==> config.mk <==
export PLATFORM = sky130hd
export DESIGN_NAME = calc_rr_sched_flat
export DESIGN_NICKNAME = d
export VERILOG_FILES = /design/src/rtl/calc_rr_sched_if.sv /design/src/rtl/calc_rr_sched.sv /design/src/flat_wrapper.sv
export SDC_FILE = /design/constraint.sdc
export NUM_CORES = 1
export LEC_CHECK = 0
export BUFFER_PORTS_ARGS = -buffer_cell sky130_fd_sc_hd__buf_2
export CAP_MARGIN = 20
export CELL_PAD_IN_SITES_DETAIL_PLACEMENT = 1
export CELL_PAD_IN_SITES_GLOBAL_PLACEMENT = 2
export CORE_ASPECT_RATIO = 1.5
export CORE_UTILIZATION = 28
export CTS_CLUSTER_SIZE = 30
export DETAILED_ROUTE_END_ITERATION = 16
export HOLD_SLACK_MARGIN = 0.03
export MAX_ROUTING_LAYER = met4
export PLACE_DENSITY = 0.88
export SYNTH_ARGS = -nofsm -noshare
export SYNTH_HDL_FRONTEND = slang
export SYNTH_SLANG_ARGS = --single-unit
==> constraint.sdc <==
create_clock -name clk -period 1.7 [get_ports clk]
set_input_delay 0.34 -clock clk [delete_from_list [all_inputs] [get_ports clk]]
set_output_delay 0.34 -clock clk [all_outputs]
set_load 0.01 [all_outputs]
==> src/rtl/calc_rr_sched_if.sv <==
// Bundle between three operand requesters, the shared combinational calc unit and the
// per-lane result stage of calc_rr_sched.
interface calc_rr_sched_if #(
  parameter int W    = 3,
  parameter int OPW  = 2,
  parameter int CNTW = 8
);
  // Handshake: lane i transfers on a cycle where req_valid[i] && req_ready[i]; the requester
  // holds req_valid and its operands stable until that cycle, and ready never rises without valid.
  logic [2:0]       req_valid;
  logic [2:0]       req_ready;
  logic [3*W-1:0]   req_a;
  logic [3*W-1:0]   req_b;
  logic [3*OPW-1:0] req_op;
  logic [W-1:0]     calc_a;
  logic [W-1:0]     calc_b;
  logic [OPW-1:0]   calc_op;
  logic [W-1:0]     calc_res;
  logic [3*W-1:0]   res_q;
  logic [2:0]       res_vld;
  logic             busy;
  logic [CNTW-1:0]  op_cnt;

  modport master (
    output req_valid, req_a, req_b, req_op, calc_res,
    input  req_ready, calc_a, calc_b, calc_op, res_q, res_vld, busy, op_cnt
  );

  modport slave (
    input  req_valid, req_a, req_b, req_op, calc_res,
    output req_ready, calc_a, calc_b, calc_op, res_q, res_vld, busy, op_cnt
  );
endinterface

==> src/rtl/calc_rr_sched.sv <==
// Round-robin scheduler time-sharing one combinational calc unit between three lanes:
// accept one lane's operands in IDLE, drive the calc from latches in EXEC, store the result.
module calc_rr_sched #(
  parameter int W    = 3,
  parameter int OPW  = 2,
  parameter int CNTW = 8
) (
  input  logic              clk,
  input  logic              rst_n,
  calc_rr_sched_if.slave    bus,
  output logic              state_o
);

  typedef enum logic {IDLE = 1'b0, EXEC = 1'b1} state_t;

  state_t          state_q;
  logic [1:0]      last_grant_q;
  logic [1:0]      lane_q;
  logic [W-1:0]    a_q;
  logic [W-1:0]    b_q;
  logic [OPW-1:0]  op_q;
  logic [3*W-1:0]  res_q;
  logic [2:0]      res_vld_q;
  logic [CNTW-1:0] op_cnt_q;
  logic            busy_q;

  logic [1:0]      cand;
  logic [1:0]      grant;
  logic            grant_vld;
  logic [W-1:0]    sel_a;
  logic [W-1:0]    sel_b;
  logic [OPW-1:0]  sel_op;

  // Scan lanes starting just after the last grant; the first valid one wins.
  always_comb begin
    cand      = last_grant_q;
    grant     = 2'd0;
    grant_vld = 1'b0;
    for (int k = 0; k < 3; k++) begin
      cand = (cand == 2'd2) ? 2'd0 : cand + 2'd1;
      if (!grant_vld && bus.req_valid[cand]) begin
        grant_vld = 1'b1;
        grant     = cand;
      end
    end
  end

  always_comb begin
    sel_a  = '0;
    sel_b  = '0;
    sel_op = '0;
    for (int i = 0; i < 3; i++) begin
      if (grant == 2'(i)) begin
        sel_a  = bus.req_a[i*W +: W];
        sel_b  = bus.req_b[i*W +: W];
        sel_op = bus.req_op[i*OPW +: OPW];
      end
    end
  end

  // Ready is gated by rst_n so nothing is offered while reset is held.
  always_comb begin
    bus.req_ready = 3'b000;
    if (rst_n && (state_q == IDLE) && grant_vld) begin
      bus.req_ready[grant] = 1'b1;
    end
  end

  always_ff @(posedge clk or negedge rst_n) begin
    if (!rst_n) begin
      state_q      <= IDLE;
      last_grant_q <= 2'd2;
      lane_q       <= 2'd0;
      a_q          <= '0;
      b_q          <= '0;
      op_q         <= '0;
      res_q        <= '0;
      res_vld_q    <= 3'b000;
      op_cnt_q     <= '0;
      busy_q       <= 1'b0;
    end else begin
      res_vld_q <= 3'b000;
      case (state_q)
        IDLE: begin
          if (grant_vld) begin
            a_q          <= sel_a;
            b_q          <= sel_b;
            op_q         <= sel_op;
            lane_q       <= grant;
            last_grant_q <= grant;
            busy_q       <= 1'b1;
            state_q      <= EXEC;
          end
        end
        EXEC: begin
          for (int i = 0; i < 3; i++) begin
            if (lane_q == 2'(i)) begin
              res_q[i*W +: W] <= bus.calc_res;
              res_vld_q[i]    <= 1'b1;
            end
          end
          op_cnt_q <= op_cnt_q + CNTW'(1);
          // Clearing the latches makes the calc inputs read zero throughout IDLE.
          a_q      <= '0;
          b_q      <= '0;
          op_q     <= '0;
          busy_q   <= 1'b0;
          state_q  <= IDLE;
        end
        default: state_q <= IDLE;
      endcase
    end
  end

  assign bus.calc_a  = a_q;
  assign bus.calc_b  = b_q;
  assign bus.calc_op = op_q;
  assign bus.res_q   = res_q;
  assign bus.res_vld = res_vld_q;
  assign bus.busy    = busy_q;
  assign bus.op_cnt  = op_cnt_q;
  assign state_o     = state_q;

endmodule

==> src/flat_wrapper.sv <==
// flat-port wrapper written by rule: the top's interface ports become plain ports
module calc_rr_sched_flat 
#(
  parameter int W    = 3,
  parameter int OPW  = 2,
  parameter int CNTW = 8
)
  (clk, rst_n, state_o, bus_req_valid, bus_req_a, bus_req_b, bus_req_op, bus_calc_res, bus_req_ready, bus_calc_a, bus_calc_b, bus_calc_op, bus_res_q, bus_res_vld, bus_busy, bus_op_cnt);
  calc_rr_sched_if #(.W(W), .OPW(OPW), .CNTW(CNTW)) bus_i ();
  input  logic clk;
  input  logic rst_n;
  output logic state_o;
  input wire logic [$bits(bus_i.req_valid)-1:0] bus_req_valid;
  input wire logic [$bits(bus_i.req_a)-1:0] bus_req_a;
  input wire logic [$bits(bus_i.req_b)-1:0] bus_req_b;
  input wire logic [$bits(bus_i.req_op)-1:0] bus_req_op;
  input wire logic [$bits(bus_i.calc_res)-1:0] bus_calc_res;
  output wire logic [$bits(bus_i.req_ready)-1:0] bus_req_ready;
  output wire logic [$bits(bus_i.calc_a)-1:0] bus_calc_a;
  output wire logic [$bits(bus_i.calc_b)-1:0] bus_calc_b;
  output wire logic [$bits(bus_i.calc_op)-1:0] bus_calc_op;
  output wire logic [$bits(bus_i.res_q)-1:0] bus_res_q;
  output wire logic [$bits(bus_i.res_vld)-1:0] bus_res_vld;
  output wire logic [$bits(bus_i.busy)-1:0] bus_busy;
  output wire logic [$bits(bus_i.op_cnt)-1:0] bus_op_cnt;
  assign bus_i.req_valid = bus_req_valid;
  assign bus_i.req_a = bus_req_a;
  assign bus_i.req_b = bus_req_b;
  assign bus_i.req_op = bus_req_op;
  assign bus_i.calc_res = bus_calc_res;
  assign bus_req_ready = bus_i.req_ready;
  assign bus_calc_a = bus_i.calc_a;
  assign bus_calc_b = bus_i.calc_b;
  assign bus_calc_op = bus_i.calc_op;
  assign bus_res_q = bus_i.res_q;
  assign bus_res_vld = bus_i.res_vld;
  assign bus_busy = bus_i.busy;
  assign bus_op_cnt = bus_i.op_cnt;
  calc_rr_sched #(.W(W), .OPW(OPW), .CNTW(CNTW)) u_core (.clk(clk), .rst_n(rst_n), .bus(bus_i), .state_o(state_o));
endmodule
==> run_results.csv <==
group,metric,value,unit
run_status,status,"finished with violations",
run_status,violations,"setup timing",
global_routing,antenna_found_initial,0,
global_routing,grt-ovfl-total,0,
worst_setup_path,slowest_delay,610,ps
power,ir_drop,0.000958,V
placed_design,portBuffers,64,
clocking,cts_root_buf,"clkbuf_8",
routing,drc,0,
worst_hold_path,hp-class,"in2async",
placed_design,dp.cells,275,
yosys,synth_warnings,0,
clocking,path_clk_slew,70,ps
layout,final-seq-area,828,um2
clocking,numCtsBuffers,5,
layout,stdcell_count,290,
sta,rsz0062_at_grt,"true",
die,start_util,0.290,
die,fp.dieH,91.6,um
worst_setup_path,crit_fanout,6,
layout,nNetsFinal,254,
yosys,seq_area_frac_synth,0.552,
sta,setup_ws,-81.7,ps
global_routing,grt_first_pass_wirelength,6.83,mm
power,p_leak,1.06,nW
worst_setup_path,cp_cell_sequence,"buf_6 -> nor2b_1 -> o21ai_2 -> nor2_1 -> buf_2",
sta,fmax,561,MHz
layout,final_layout_size_suffix_gt1_frac,0.491,
sta,tightest_slew,419,ps
global_routing,grt_max_degree,34,
run,drv_cap,0,
routing,wire_per_inst,14.7,um
layout,areaGrowthSynthToFinish,44.1,%
worst_setup_path,cp.required,1360,ps
placed_design,gp_congestion,0.750,
worst_setup_path,worstPathArrival,1440,ps
layout,multi_input_area,672,um2
routing,vias_per_cell,4.72,
sta,final_hold_viol_count,0,
yosys,ys_types,31,
worst_setup_path,crit_path_top_delay_cell,"dfstp_2",
layout,antenna_cells,0,
worst_setup_path,path_class,"reg2out",
global_routing,grt_usage,0.166,
sta,setup_viol,3,
clocking,clock_sink_count,33,
worst_setup_path,endpoint_kind,"primary output",
clocking,htree_levels,2,
layout,n_fill_cell,614,
yosys,syn_area,1500,um2
worst_setup_path,worst-path-buf-inv,2,
die,rows,32,
yosys,synthesis.nets,170,
routing,drtIter0Drc,29,
clocking,cts_max_path_buffers,2,
sta,maxSlewHeadroom,0.721,
die,die_x,61.7,um
routing,num_vias,1369,
power,p_per_area,1460,nW/um2
sta,finClkSkew,4.02,ps
worst_setup_path,start_kind,"flop",
die,die-area,5660,um2
yosys,syn_area_per_cell,10.9,um2
die,ios,65,
sta,finalCritPeriodShare,1.05,
clocking,insertion_delay,290,ps
routing,dr.pass1.iters,4,
placed_design,dp_slack,44.3,ps
die,coreArea,5160,um2
yosys,netlist_instances,137,
worst_setup_path,crit_family,"flip-flops",
routing,ant_nets,0,
global_routing,grt_pass1_vias,1502,
yosys,ys_seq_elements,33,
placed_design,hpwl,3.06,mm
routing,wl,4.26,mm
clocking,cts_tree,"built",
sta,drv_slew,0,
sta,finalWorstPathRequiredPeriod,1780,ps
clocking,cts_hold_buf,0,
[synth_stat cells (all sizes together)]
| cell | number | area (um2) |
|---|---|---|
| dfrtp | 32 | 801 |
| ha | 1 | 12.5 |
| nor2 | 8 | 30.0 |
| a221o | 3 | 30.0 |
| o21a | 3 | 30.0 |
| or2b | 1 | 7.51 |
| a221oi | 5 | 43.8 |
| xnor2 | 4 | 35.0 |
| nor3 | 1 | 5.00 |
| o31ai | 1 | 7.51 |
| nand2 | 17 | 63.8 |
| nand4 | 3 | 18.8 |
| a21boi | 1 | 7.51 |
| a21oi | 2 | 10.0 |
| xor2 | 3 | 26.3 |
| nor4 | 1 | 12.5 |
| nor3b | 1 | 7.51 |
| a22oi | 3 | 22.5 |
| and2 | 1 | 6.26 |
| mux2 | 10 | 113 |
| nor2b | 2 | 12.5 |
| buf | 1 | 3.75 |
| or3b | 1 | 11.3 |
| dfstp | 1 | 26.3 |
| inv | 2 | 7.51 |
| o21ai | 23 | 115 |
| and3 | 1 | 6.26 |
| nand3b | 2 | 15.0 |
| clkbuf | 3 | 11.3 |
[state kept, by name, indices dropped and copies added, names as in the netlist, 2 cells and up]
signal,count
u_core.bus.res_q,9
u_core.bus.op_cnt,8
u_core.bus.calc_a,3
u_core.bus.calc_b,3
u_core.bus.res_vld,3
u_core.bus.calc_op,2
u_core.lane_q,2
[path summary, 6_finish.rpt]
path	from	end	slack [ps]	depth (start not counted)
worst min-delay path	rst_n	u_core.bus.res_q[1]	90	2
worst max-delay path	u_core.last_grant_q[1]	bus_req_ready[2]	-80	5
max in group asynchronous	rst_n	u_core.last_grant_q[1]	1280	2
min in group clk	bus_calc_res[2]	u_core.bus.res_q[5]	300	2
worst max register to register	u_core.lane_q[0]	u_core.bus.calc_a[2]	70	5
worst min register to register	u_core.bus.op_cnt[7]	u_core.bus.op_cnt[7]	470	1
[worst reg2reg max path, delay by kind of cell, from the launching register on]
kind | cells | cell delay (ps)
flops | 1 | 420
simple gates | 1 | 400
compound gates | 3 | 550
buf+inv | 1 | 150
[metrics by stage]
step           power, mW   util  area [um2]  hold slack [ps]  setup TNS (ps)
2_1_floorplan       1.85      -        1500             44.4               0
3_3_place_gp        2.31  0.380        1960              438               0
3_5_place_dp        2.35  0.380        1960              437               0
4_1_cts             3.18  0.413        2130              114            -210
5_1_grt             3.37  0.418        2160              129            -360
6_report            3.16  0.418        2160             90.9            -215
[where the power goes]
part           total (mW)  switching (mW)  internal (mW)
Clock               0.744           0.305          0.438
Sequential           1.26           0.197           1.06
Combinational        1.15           0.564          0.587
[layout by cell type, fill, tap and decap left out, drive strengths merged]
cell,synthesis,layout
bufinv,0,1
buf,1,81
a21boi,1,1
nand4,3,3
a221o,3,3
ha,1,1
nor2,8,8
clkbuf,3,5
mux2,10,10
nor3b,1,1
o31ai,1,1
a221oi,5,5
or2b,1,1
xnor2,4,4
and2,1,1
dfstp,1,1
xor2,3,3
inv,2,2
a22oi,3,3
or3b,1,1
and3,1,1
o21a,3,3
clkinvlp,0,1
o21ai,23,23
a21oi,2,2
nand2,17,17
nor3,1,1
nor4,1,1
nor2b,2,2
dfrtp,32,32
clkinv,0,1
nand3b,2,2
[cells by family after synthesis]
kind of cell / after synthesis / share of synthesized area
simple gates: 39 / 0.131
compound gates: 41 / 0.178
buf+inv: 6 / 0.0150
xor+xnor: 7 / 0.0409
flops: 33 / 0.552
fa+ha+maj: 1 / 0.00835
mux: 10 / 0.0751
[per-layer routing]
metal  wire (um)  vias up  GRT usage  share of wire
li1            -      660          -              -
met1        1560      665      0.178           0.37
met2        2440       35      0.291           0.57
met3         165        9     0.0268          0.039
met4          97        0     0.0685          0.023
met5           0        -          -              0
[area by class of cell]
class / instances / share of cell area
Clock buffer: 5 / 0.0319
Inverter: 2 / 0.00348
Clock inverter: 3 / 0.0214
Timing Repair Buffer: 81 / 0.209
Sequential cell: 33 / 0.384
Tap cell: 68 / 0.0394
Multi-Input combinational cell: 98 / 0.311
[what timing repair did]
action,4_1_cts,5_1_grt
resized for setup,3,6
endpoints found under the setup margin,2,4
hold endpoints to repair,0,0
buffers inserted,6,1
pin swaps,3,2
No activity file was read; power rests on OpenSTA's default activity.
